`src/rtl/max_ccx_endpoint_pkg.sv`:
```
// -----------------------------------------------------------------------------
// max_ccx_endpoint_pkg
// Shared widths, frame field offsets, control-word bit positions and small
// helpers for the Maxeler-side CCX endpoint (PCX assembler / CPX serializer).
// No ports: imported by the interface, the packet FIFO and the endpoint top.
// -----------------------------------------------------------------------------
package max_ccx_endpoint_pkg;

  // Stream and payload widths
  localparam int MAX_D_WIDTH   = 32;
  localparam int PCX_WIDTH     = 124;
  localparam int CPX_WIDTH     = 145;
  localparam int WORDS_PER_PKT = 5;
  localparam int FRAME_WIDTH   = MAX_D_WIDTH * WORDS_PER_PKT;   // 160

  // PCX request packet: {req[4:0], atom, payload[123:0]} in frame[129:0]
  localparam int PCX_REQ_WIDTH = 5;
  localparam int PCX_ATOM_BIT  = PCX_WIDTH;                     // 124
  localparam int PCX_REQ_LSB   = PCX_WIDTH + 1;                 // 125
  localparam int PCX_PKT_WIDTH = PCX_WIDTH + 1 + PCX_REQ_WIDTH; // 130

  // Bits of the assembly register that hold words 0..3 of a frame
  localparam int PCX_ASM_WIDTH = FRAME_WIDTH - MAX_D_WIDTH;     // 128
  // Bits of word0 that carry packet content; the rest must be zero pad
  localparam int PCX_HDR_USED  = PCX_PKT_WIDTH - PCX_ASM_WIDTH; // 2

  // CPX frame: payload in frame[144:0], zero pad above
  localparam int CPX_PAD_WIDTH = FRAME_WIDTH - CPX_WIDTH;       // 15

  // CPX packet FIFO sizing and low-water mark
  localparam int CPX_PKT_DEPTH = 2;
  localparam int CPX_CNT_WIDTH = $clog2(CPX_PKT_DEPTH) + 1;
  localparam int AE_WORDS      = 1;
  localparam int AVAIL_WIDTH   = 4;                             // up to 10 words

  // Control word bit positions
  localparam int CTL_VALID = 4;
  localparam int CTL_FIRST = 3;

  // Word index within a frame
  localparam int WIDX_WIDTH = 3;

  typedef logic [MAX_D_WIDTH-1:0] word_t;
  typedef logic [FRAME_WIDTH-1:0] frame_t;
  typedef logic [WIDX_WIDTH-1:0]  widx_t;

  localparam widx_t FIRST_WORD = 3'd0;
  localparam widx_t LAST_WORD  = 3'd4;

  typedef struct packed {
    logic [PCX_REQ_WIDTH-1:0] req;
    logic                     atom;
    logic [PCX_WIDTH-1:0]     payload;
  } pcx_pkt_t;

  // Word idx of a frame, MS word first; out-of-range index yields zero
  function automatic word_t frame_word(input frame_t f, input widx_t idx);
    word_t w;
    w = 32'h0000_0000;
    case (idx)
      3'd0:    w = f[159:128];
      3'd1:    w = f[127:96];
      3'd2:    w = f[95:64];
      3'd3:    w = f[63:32];
      3'd4:    w = f[31:0];
      default: w = 32'h0000_0000;
    endcase
    return w;
  endfunction

  // Nonzero pad above the req bits of a PCX header word
  function automatic logic pcx_hdr_bad(input word_t w);
    return |w[MAX_D_WIDTH-1:PCX_HDR_USED];
  endfunction

endpackage

```
`src/rtl/max_ccx_endpoint_if.sv`:
```
// -----------------------------------------------------------------------------
// max_ccx_endpoint_if
// Bundles the bridge-side word streams and the packet-side handshakes of the
// CCX endpoint.
//   master : environment side (bridge writer/reader, L2 model, responder)
//   slave  : the endpoint itself
// Signals: PCX word stream in (valid/data/stall), PCX request packet out
// (valid/data/ready), CPX response packet in (valid/data/ready), CPX word
// stream out (read/data/ctl/empty/almost_empty), sticky error flags.
// -----------------------------------------------------------------------------
interface max_ccx_endpoint_if;
  import max_ccx_endpoint_pkg::*;

  logic                     max_pcx_valid;
  word_t                    max_pcx_data;
  logic                     max_pcx_stall;
  logic                     pcx_pkt_valid;
  logic [PCX_PKT_WIDTH-1:0] pcx_pkt_data;
  logic                     pcx_pkt_ready;
  logic                     cpx_pkt_valid;
  logic [CPX_WIDTH-1:0]     cpx_pkt_data;
  logic                     cpx_pkt_ready;
  logic                     max_cpx_read;
  word_t                    max_cpx_data;
  word_t                    max_cpx_ctl_data;
  logic                     max_cpx_empty;
  logic                     max_cpx_almost_empty;
  logic                     frame_err;
  logic                     cpx_underrun;

  modport master (
    output max_pcx_valid, max_pcx_data, pcx_pkt_ready,
           cpx_pkt_valid, cpx_pkt_data, max_cpx_read,
    input  max_pcx_stall, pcx_pkt_valid, pcx_pkt_data, cpx_pkt_ready,
           max_cpx_data, max_cpx_ctl_data, max_cpx_empty,
           max_cpx_almost_empty, frame_err, cpx_underrun
  );

  modport slave (
    input  max_pcx_valid, max_pcx_data, pcx_pkt_ready,
           cpx_pkt_valid, cpx_pkt_data, max_cpx_read,
    output max_pcx_stall, pcx_pkt_valid, pcx_pkt_data, cpx_pkt_ready,
           max_cpx_data, max_cpx_ctl_data, max_cpx_empty,
           max_cpx_almost_empty, frame_err, cpx_underrun
  );

endinterface

```
`src/rtl/max_ccx_endpoint_fifo.sv`:
```
// -----------------------------------------------------------------------------
// ccx_pkt_fifo
// Synchronous packet FIFO, first-word-fall-through head. DEPTH must be a
// power of two >= 2. A push is taken when not full, or when full together
// with a pop in the same cycle (occupancy then stays unchanged).
// Ports:
//   clk, reset        clock, synchronous active-high reset
//   push, push_data   write strobe and packet
//   pop               remove head packet (ignored when empty)
//   head_data         current head packet
//   full, empty       occupancy flags
//   count             occupancy, 0..DEPTH
// -----------------------------------------------------------------------------
module ccx_pkt_fifo #(
  parameter int WIDTH = 145,
  parameter int DEPTH = 2
) (
  input  logic                     clk,
  input  logic                     reset,
  input  logic                     push,
  input  logic [WIDTH-1:0]         push_data,
  input  logic                     pop,
  output logic [WIDTH-1:0]         head_data,
  output logic                     full,
  output logic                     empty,
  output logic [$clog2(DEPTH):0]   count
);

  localparam int AW = (DEPTH > 1) ? $clog2(DEPTH) : 1;
  localparam int CW = $clog2(DEPTH) + 1;

  logic [WIDTH-1:0] mem_r [DEPTH];
  logic [AW-1:0]    wr_ptr_r;
  logic [AW-1:0]    rd_ptr_r;
  logic [CW-1:0]    count_r;
  logic             do_push_s;
  logic             do_pop_s;

  // Occupancy flags and qualified push/pop
  always_comb begin
    empty     = (count_r == CW'(0));
    full      = (count_r == CW'(DEPTH));
    do_pop_s  = pop & ~empty;
    do_push_s = push & (~full | do_pop_s);
  end

  assign head_data = mem_r[rd_ptr_r];
  assign count     = count_r;

  // Pointers and occupancy counter
  always_ff @(posedge clk) begin
    if (reset) begin
      wr_ptr_r <= AW'(0);
      rd_ptr_r <= AW'(0);
      count_r  <= CW'(0);
    end else begin
      if (do_push_s) begin
        wr_ptr_r <= wr_ptr_r + AW'(1);
      end
      if (do_pop_s) begin
        rd_ptr_r <= rd_ptr_r + AW'(1);
      end
      case ({do_push_s, do_pop_s})
        2'b10:   count_r <= count_r + CW'(1);
        2'b01:   count_r <= count_r - CW'(1);
        default: count_r <= count_r;
      endcase
    end
  end

  // Packet storage
  always_ff @(posedge clk) begin
    if (reset) begin
      for (int i = 0; i < DEPTH; i++) begin
        mem_r[i] <= {WIDTH{1'b0}};
      end
    end else if (do_push_s) begin
      mem_r[wr_ptr_r] <= push_data;
    end
  end

endmodule

```
`src/rtl/max_ccx_endpoint.sv`:
```
// -----------------------------------------------------------------------------
// max_ccx_endpoint
// Maxeler-side peer of the SPARC CCX word bridge.
//   PCX: gathers five 32-bit words (MS word first) into a 130-bit request
//        {req, atom, payload}, held in an output register until accepted.
//   CPX: buffers 145-bit responses in a packet FIFO and presents them as a
//        first-word-fall-through stream of five 32-bit words each.
// Ports:
//   gclk, reset  clock, synchronous active-high reset
//   bus          max_ccx_endpoint_if.slave (all stream/packet signals and
//                the sticky frame_err / cpx_underrun flags)
// -----------------------------------------------------------------------------
module max_ccx_endpoint
  import max_ccx_endpoint_pkg::*;
(
  input  logic              gclk,
  input  logic              reset,
  max_ccx_endpoint_if.slave bus
);

  // ---------------------------------------------------------------- PCX side
  widx_t                    wi_r;
  logic [PCX_ASM_WIDTH-1:0] asm_r;
  pcx_pkt_t                 pcx_out_r;
  logic                     pcx_valid_r;
  logic                     frame_err_r;

  logic   stall_s;
  logic   wr_acc_s;
  logic   pcx_load_s;
  logic   hdr_bad_s;
  frame_t pcx_frame_s;

  // Stall only while a packet is held and the next one is one word from done;
  // assembly of the following packet keeps going underneath a held output.
  always_comb begin
    stall_s     = pcx_valid_r & (wi_r == LAST_WORD) & ~bus.pcx_pkt_ready;
    wr_acc_s    = bus.max_pcx_valid & ~stall_s;
    pcx_load_s  = wr_acc_s & (wi_r == LAST_WORD);
    hdr_bad_s   = wr_acc_s & (wi_r == FIRST_WORD) & pcx_hdr_bad(bus.max_pcx_data);
    pcx_frame_s = {asm_r, bus.max_pcx_data};
  end

  // Word index and shift-in assembly register
  always_ff @(posedge gclk) begin
    if (reset) begin
      wi_r  <= FIRST_WORD;
      asm_r <= {PCX_ASM_WIDTH{1'b0}};
    end else if (wr_acc_s) begin
      asm_r <= {asm_r[PCX_ASM_WIDTH-MAX_D_WIDTH-1:0], bus.max_pcx_data};
      wi_r  <= pcx_load_s ? FIRST_WORD : wi_r + 3'd1;
    end
  end

  // Request output register; a load in the accept cycle keeps valid high
  always_ff @(posedge gclk) begin
    if (reset) begin
      pcx_valid_r <= 1'b0;
      pcx_out_r   <= pcx_pkt_t'({PCX_PKT_WIDTH{1'b0}});
    end else if (pcx_load_s) begin
      pcx_valid_r <= 1'b1;
      pcx_out_r   <= pcx_pkt_t'(pcx_frame_s[PCX_PKT_WIDTH-1:0]);
    end else if (pcx_valid_r & bus.pcx_pkt_ready) begin
      pcx_valid_r <= 1'b0;
    end
  end

  // Sticky framing error: bad header pad, or a write that arrives during stall
  always_ff @(posedge gclk) begin
    if (reset) begin
      frame_err_r <= 1'b0;
    end else if ((bus.max_pcx_valid & stall_s) | hdr_bad_s) begin
      frame_err_r <= 1'b1;
    end
  end

  // ---------------------------------------------------------------- CPX side
  logic [CPX_WIDTH-1:0]     head_s;
  logic [CPX_CNT_WIDTH-1:0] cnt_s;
  logic                     full_s;
  logic                     fifo_empty_s;
  widx_t                    ri_r;
  logic                     underrun_r;

  logic [AVAIL_WIDTH-1:0] avail_s;
  logic                   empty_s;
  logic                   ae_s;
  logic                   word_pop_s;
  logic                   last_pop_s;
  logic                   cpx_ready_s;
  logic                   cpx_push_s;
  word_t                  cpx_word_s;
  word_t                  cpx_ctl_s;

  // Word availability and read/push qualification. Ready also opens on the
  // cycle the last word of the head leaves, so a full FIFO can swap a packet.
  always_comb begin
    avail_s     = AVAIL_WIDTH'(cnt_s) * AVAIL_WIDTH'(WORDS_PER_PKT) - AVAIL_WIDTH'(ri_r);
    empty_s     = (avail_s == {AVAIL_WIDTH{1'b0}});
    ae_s        = (avail_s <= AVAIL_WIDTH'(AE_WORDS));
    word_pop_s  = bus.max_cpx_read & ~empty_s;
    last_pop_s  = word_pop_s & (ri_r == LAST_WORD);
    cpx_ready_s = ~reset & (~full_s | last_pop_s);
    cpx_push_s  = bus.cpx_pkt_valid & cpx_ready_s;
  end

  // Current stream word and control flags, forced to zero with no packet
  always_comb begin
    cpx_word_s = 32'h0000_0000;
    cpx_ctl_s  = 32'h0000_0000;
    if (~fifo_empty_s) begin
      cpx_word_s            = frame_word({{CPX_PAD_WIDTH{1'b0}}, head_s}, ri_r);
      cpx_ctl_s[CTL_VALID]  = 1'b1;
      cpx_ctl_s[CTL_FIRST]  = (ri_r == FIRST_WORD);
    end else begin
      cpx_word_s = 32'h0000_0000;
      cpx_ctl_s  = 32'h0000_0000;
    end
  end

  // Read index over the head packet
  always_ff @(posedge gclk) begin
    if (reset) begin
      ri_r <= FIRST_WORD;
    end else if (word_pop_s) begin
      ri_r <= (ri_r == LAST_WORD) ? FIRST_WORD : ri_r + 3'd1;
    end
  end

  // Sticky underrun on a read with nothing available
  always_ff @(posedge gclk) begin
    if (reset) begin
      underrun_r <= 1'b0;
    end else if (bus.max_cpx_read & empty_s) begin
      underrun_r <= 1'b1;
    end
  end

  ccx_pkt_fifo #(
    .WIDTH (CPX_WIDTH),
    .DEPTH (CPX_PKT_DEPTH)
  ) u_cpx_fifo (
    .clk       (gclk),
    .reset     (reset),
    .push      (cpx_push_s),
    .push_data (bus.cpx_pkt_data),
    .pop       (last_pop_s),
    .head_data (head_s),
    .full      (full_s),
    .empty     (fifo_empty_s),
    .count     (cnt_s)
  );

  // ---------------------------------------------------------------- outputs
  assign bus.max_pcx_stall        = stall_s;
  assign bus.pcx_pkt_valid        = pcx_valid_r;
  assign bus.pcx_pkt_data         = pcx_out_r;
  assign bus.cpx_pkt_ready        = cpx_ready_s;
  assign bus.max_cpx_data         = cpx_word_s;
  assign bus.max_cpx_ctl_data     = cpx_ctl_s;
  assign bus.max_cpx_empty        = empty_s;
  assign bus.max_cpx_almost_empty = ae_s;
  assign bus.frame_err            = frame_err_r;
  assign bus.cpx_underrun         = underrun_r;

endmodule

```
`src/flat_wrapper.sv`:
```
// flat-port wrapper written by rule: the top's interface ports become plain ports
module max_ccx_endpoint_flat import max_ccx_endpoint_pkg::*;
  (gclk, reset, bus_max_pcx_valid, bus_max_pcx_data, bus_pcx_pkt_ready, bus_cpx_pkt_valid, bus_cpx_pkt_data, bus_max_cpx_read, bus_max_pcx_stall, bus_pcx_pkt_valid, bus_pcx_pkt_data, bus_cpx_pkt_ready, bus_max_cpx_data, bus_max_cpx_ctl_data, bus_max_cpx_empty, bus_max_cpx_almost_empty, bus_frame_err, bus_cpx_underrun);
  max_ccx_endpoint_if bus_i ();
  input  logic gclk;
  input  logic reset;
  input wire logic [$bits(bus_i.max_pcx_valid)-1:0] bus_max_pcx_valid;
  input wire logic [$bits(bus_i.max_pcx_data)-1:0] bus_max_pcx_data;
  input wire logic [$bits(bus_i.pcx_pkt_ready)-1:0] bus_pcx_pkt_ready;
  input wire logic [$bits(bus_i.cpx_pkt_valid)-1:0] bus_cpx_pkt_valid;
  input wire logic [$bits(bus_i.cpx_pkt_data)-1:0] bus_cpx_pkt_data;
  input wire logic [$bits(bus_i.max_cpx_read)-1:0] bus_max_cpx_read;
  output wire logic [$bits(bus_i.max_pcx_stall)-1:0] bus_max_pcx_stall;
  output wire logic [$bits(bus_i.pcx_pkt_valid)-1:0] bus_pcx_pkt_valid;
  output wire logic [$bits(bus_i.pcx_pkt_data)-1:0] bus_pcx_pkt_data;
  output wire logic [$bits(bus_i.cpx_pkt_ready)-1:0] bus_cpx_pkt_ready;
  output wire logic [$bits(bus_i.max_cpx_data)-1:0] bus_max_cpx_data;
  output wire logic [$bits(bus_i.max_cpx_ctl_data)-1:0] bus_max_cpx_ctl_data;
  output wire logic [$bits(bus_i.max_cpx_empty)-1:0] bus_max_cpx_empty;
  output wire logic [$bits(bus_i.max_cpx_almost_empty)-1:0] bus_max_cpx_almost_empty;
  output wire logic [$bits(bus_i.frame_err)-1:0] bus_frame_err;
  output wire logic [$bits(bus_i.cpx_underrun)-1:0] bus_cpx_underrun;
  assign bus_i.max_pcx_valid = bus_max_pcx_valid;
  assign bus_i.max_pcx_data = bus_max_pcx_data;
  assign bus_i.pcx_pkt_ready = bus_pcx_pkt_ready;
  assign bus_i.cpx_pkt_valid = bus_cpx_pkt_valid;
  assign bus_i.cpx_pkt_data = bus_cpx_pkt_data;
  assign bus_i.max_cpx_read = bus_max_cpx_read;
  assign bus_max_pcx_stall = bus_i.max_pcx_stall;
  assign bus_pcx_pkt_valid = bus_i.pcx_pkt_valid;
  assign bus_pcx_pkt_data = bus_i.pcx_pkt_data;
  assign bus_cpx_pkt_ready = bus_i.cpx_pkt_ready;
  assign bus_max_cpx_data = bus_i.max_cpx_data;
  assign bus_max_cpx_ctl_data = bus_i.max_cpx_ctl_data;
  assign bus_max_cpx_empty = bus_i.max_cpx_empty;
  assign bus_max_cpx_almost_empty = bus_i.max_cpx_almost_empty;
  assign bus_frame_err = bus_i.frame_err;
  assign bus_cpx_underrun = bus_i.cpx_underrun;
  max_ccx_endpoint u_core (.gclk(gclk), .reset(reset), .bus(bus_i));
endmodule
```
`config.mk`:
```
export PLATFORM = sky130hd
export DESIGN_NAME = max_ccx_endpoint_flat
export DESIGN_NICKNAME = d
export VERILOG_FILES = /design/src/rtl/max_ccx_endpoint_pkg.sv /design/src/rtl/max_ccx_endpoint_if.sv /design/src/rtl/max_ccx_endpoint_fifo.sv /design/src/rtl/max_ccx_endpoint.sv /design/src/flat_wrapper.sv
export SDC_FILE = /design/constraint.sdc
export NUM_CORES = 1
export LEC_CHECK = 0
export BUFFER_PORTS_ARGS = -buffer_cell sky130_fd_sc_hd__buf_4
export CAP_MARGIN = 20
export CORE_AREA = 10 10 310 163
export CTS_CLUSTER_DIAMETER = 100
export DETAILED_ROUTE_END_ITERATION = 16
export DIE_AREA = 0 0 320 173
export HOLD_SLACK_MARGIN = 0.03
export PLACE_DENSITY = 0.72
export SLEW_MARGIN = 20
export SYNTH_ARGS = -nofsm -noshare
export SYNTH_HDL_FRONTEND = slang
export SYNTH_SLANG_ARGS = --single-unit
```
`constraint.sdc`:
```
create_clock -name gclk -period 7.2 [get_ports gclk]
set_clock_uncertainty 0.2 [all_clocks]
set_input_delay 1.08 -clock gclk [delete_from_list [all_inputs] [get_ports gclk]]
set_output_delay 1.08 -clock gclk [all_outputs]
set_load 0.02 [all_outputs]
```
==> out/summary.txt <==
Synth Area in Compound Gates - 0.108
Worst hold slack - 0.255 ns
P per Cell Area - 250 nW/um^2
Final min period - 4.72 ns
Setup crit end kind - primary output
CP Launch Type - flip-flop
CTS max path bufs - 3
Register area share after synthesis - 0.610
Pwr Total - 0.00665 W
Synth async-reset ratio - 0
Mapped Cells - 2087
Outcome - complete, no violations
WP buf/inv - 3
Die Footprint - 55400 um^2
Setup TNS - 0 ns
CP delay by family, top - buffers and inverters
RSZ-0062 raised after global routing - false
ANT nets after route - 0
Grt total ovfl - 0
Adder-cell area share of the yosys netlist - 0.00766
CP dominant cell by count - buf_4
Post-Synth XOR/XNOR Area - 0.00231
Die Width - 320 um
Crit share post-route - 0.655
1st-iter DRT viols - 1368
Final WL - 59500 um
Hold Crit Class - reg2reg
Row cnt - 55
Vias in the first global route - 15900
Final Max Tran Viols - 0
Setup repair bufs after CTS - 0
Largest family of logic cells by synthesized area - simple AND/OR/NAND/NOR gates
Critical path arrival - 3.44 ns
Post-Syn Area per Cell - 10.6 um^2
Setup Viol. Count Final - 0
Core Region - 44800 um^2
Max VDD drop - 0.159 mV
Clock latency on the worst-skew pair - 0.56 ns
H-tree depth - 2
Placed cells - 2908
Port Buffers - 353
Synth unique cells - 50
Number of hold buffers added after CTS - 0
Initial antenna violation count - 4
Reg clk slew, reported paths - 0.06 ns
DRC - 0
CP max-delay cell - nand2_1
CP Class - reg2out
TritonCTS clock tree - built
Routed via count - 15800
Worst path cell trace - inv_1 > ha_2 > buf_4 > nand2_1 > o22a_1 > a21oi_1 > buf_4
Routability congestion estimate from global placement - 0.797
Pre-antenna DRT Iters - 5
Static Leakage - 10.0 nW
Worst-Margin Slew - 1.09 ns
Final Non-Filler Cells - 2995
Share of layout cells above drive strength 1 - 0.252
Cts repair resizes - 0
Final Hold Fails - 0
Top_reg_cell synth - edfxtp_1
Yosys reg bits - 532
Area growth from synthesis to layout - 19.7%
Max FO, Critical Path - 30
Post-synth EDFFs - 290
Clk sink count - 532
Mux cell area share after synthesis - 0.0460
Number of I/O pins - 384
Post-Synth Simple-Gate Area - 0.184
Initial Utilization - 0.496
Net count, final - 2556
Clock tree root buffer cell - clkbuf_16
Worst Path Required - 5.92 ns
YS warnings - 0
Total Routing Usage GR - 0.206
Num CTS Buffers - 47
DR WL/cell - 19.9 um
Slew headroom - 0.271
Slowest stage delay, CP - 0.58 ns
Max Cap Viol - 0
Fmax achieved - 0.212 GHz
Fillers - 3755
Height of the die - 173 um
Cell Area, Synth - 22200 um^2
Via-to-Cell Ratio - 5.27
First-pass GRT wire length - 91300 um
Largest net degree at the start of global routing - 124
Final HPWL from detailed placement - 39300 um
-- per-stage QoR --
stage	util	area, um^2	setup slack [ns]
3_5_place_dp	0.560	25100	2.75
3_3_place_gp	0.560	25100	2.83
2_1_floorplan	-	22300	2.18
4_1_cts	0.593	26600	2.48
6_report	0.594	26600	2.48
5_1_grt	0.594	26600	2.25
-- placed cells by master, fill, tap and decap left out, drive strengths merged, types with 7 or more instances in the layout --
cell and instances:
mux2 49, o22a 14, a21oi 288, ha 12, nand3 17, nor4 7, conb 30, dfxtp 242
nor2 29, a22oi 48, and2 292, buf 377, edfxtp 290, o2bb2ai 17, clkbuf 65, inv 14
o21ai 22, clkinv 15, o211ai 18, nand2 463, mux2i 47
-- synth_stat cells (all sizes together), types with 3 or more instances --
master,n,share of area
and2,292,0.087
mux2,49,0.025
nand2,463,0.078
dfxtp,242,0.22
o22a,14,0.0055
o21ai,22,0.0050
or2,3,0.00084
o2bb2ai,17,0.0067
nor2b,3,0.00084
edfxtp,290,0.39
nor4,7,0.0020
clkbuf,124,0.022
nand2b,3,0.00084
nand4,3,0.00084
or3,3,0.00090
a22oi,48,0.016
nor2,29,0.0049
a21oi,288,0.065
o211ai,18,0.0067
a211oi,3,0.0018
buf,59,0.018
inv,12,0.0020
mux2i,47,0.021
ha,12,0.0068
nand3,17,0.0038
-- per-layer routing --
layer	global-route usage	up-vias	share of wire
met3	0.0429	95	0.055
met1	0.223	7661	0.36
met4	0.0671	2	0.031
met2	0.395	409	0.55
met5	0	-	0.00034
li1	-	7628	-
-- final cells by class --
cell class                      count  area (um^2)  share of cell area
Clock inverter                     19          158             0.00593
Timing Repair Buffer              378         2870               0.108
Tap cell                          598          748              0.0281
Clock buffer                       64         1340              0.0505
Sequential cell                   532        13600               0.510
Inverter                           12         45.0             0.00169
Multi-Input combinational cell   1389         7870               0.296
Antenna cell                        3         7.51            0.000282
-- path summary, 6_finish.rpt --
path / startpoint / endpoint / slack [ns] / depth (start not counted)
max reg2reg: u_core.ri_r[0] / u_core.u_cpx_fifo.mem_r[1][110] / 2.74 / 9
min: u_core.bus.pcx_pkt_data[74] / u_core.bus.pcx_pkt_data[74] / 0.25 / 2
max: u_core.ri_r[0] / bus_max_cpx_data[18] / 2.48 / 7
min reg2reg: u_core.bus.pcx_pkt_data[74] / u_core.bus.pcx_pkt_data[74] / 0.25 / 2
-- worst reg2reg max path, cell delays in order (launching register included) --
cell      delay [ns]
dfxtp_1         0.36
inv_1           0.11
ha_2            0.53
buf_4           0.44
and2_1          0.29
o211ai_4        0.16
a211oi_4        0.21
buf_4           0.44
or2_4           0.77
buf_4           0.57
-- sequential cells by signal, indices dropped and copies added, names as in the netlist, named ones only --
register	count
u_core.u_cpx_fifo.mem_r	290
u_core.ri_r	3
u_core.u_cpx_fifo.count	2
u_core.u_cpx_fifo.rd_ptr_r	1
u_core.bus.pcx_pkt_valid	1
u_core.u_cpx_fifo.wr_ptr_r	1
u_core.bus.cpx_underrun	1
u_core.wi_r	3
u_core.asm_r	98
u_core.bus.frame_err	1
u_core.bus.pcx_pkt_data	130
-- cell families after synthesis --
family,Yosys count
multiplexers,96
adder cells (fa/ha/maj),13
buffers and inverters,195
XOR/XNOR,4
flip-flops,532
AND/OR/NAND/NOR,833
AO/OA/AOI/OAI,413
other,1
-- where the power goes --
part / leakage, nW / internal, W / switching [W] / total (W)
clock: 0.742 / 0.00138 / 0.00110 / 0.00248
combinational: 4.26 / 0.000273 / 0.000486 / 0.000759
sequential: 5.00 / 0.00335 / 0.0000535 / 0.00341
No activity file was read; power rests on OpenSTA's default activity.
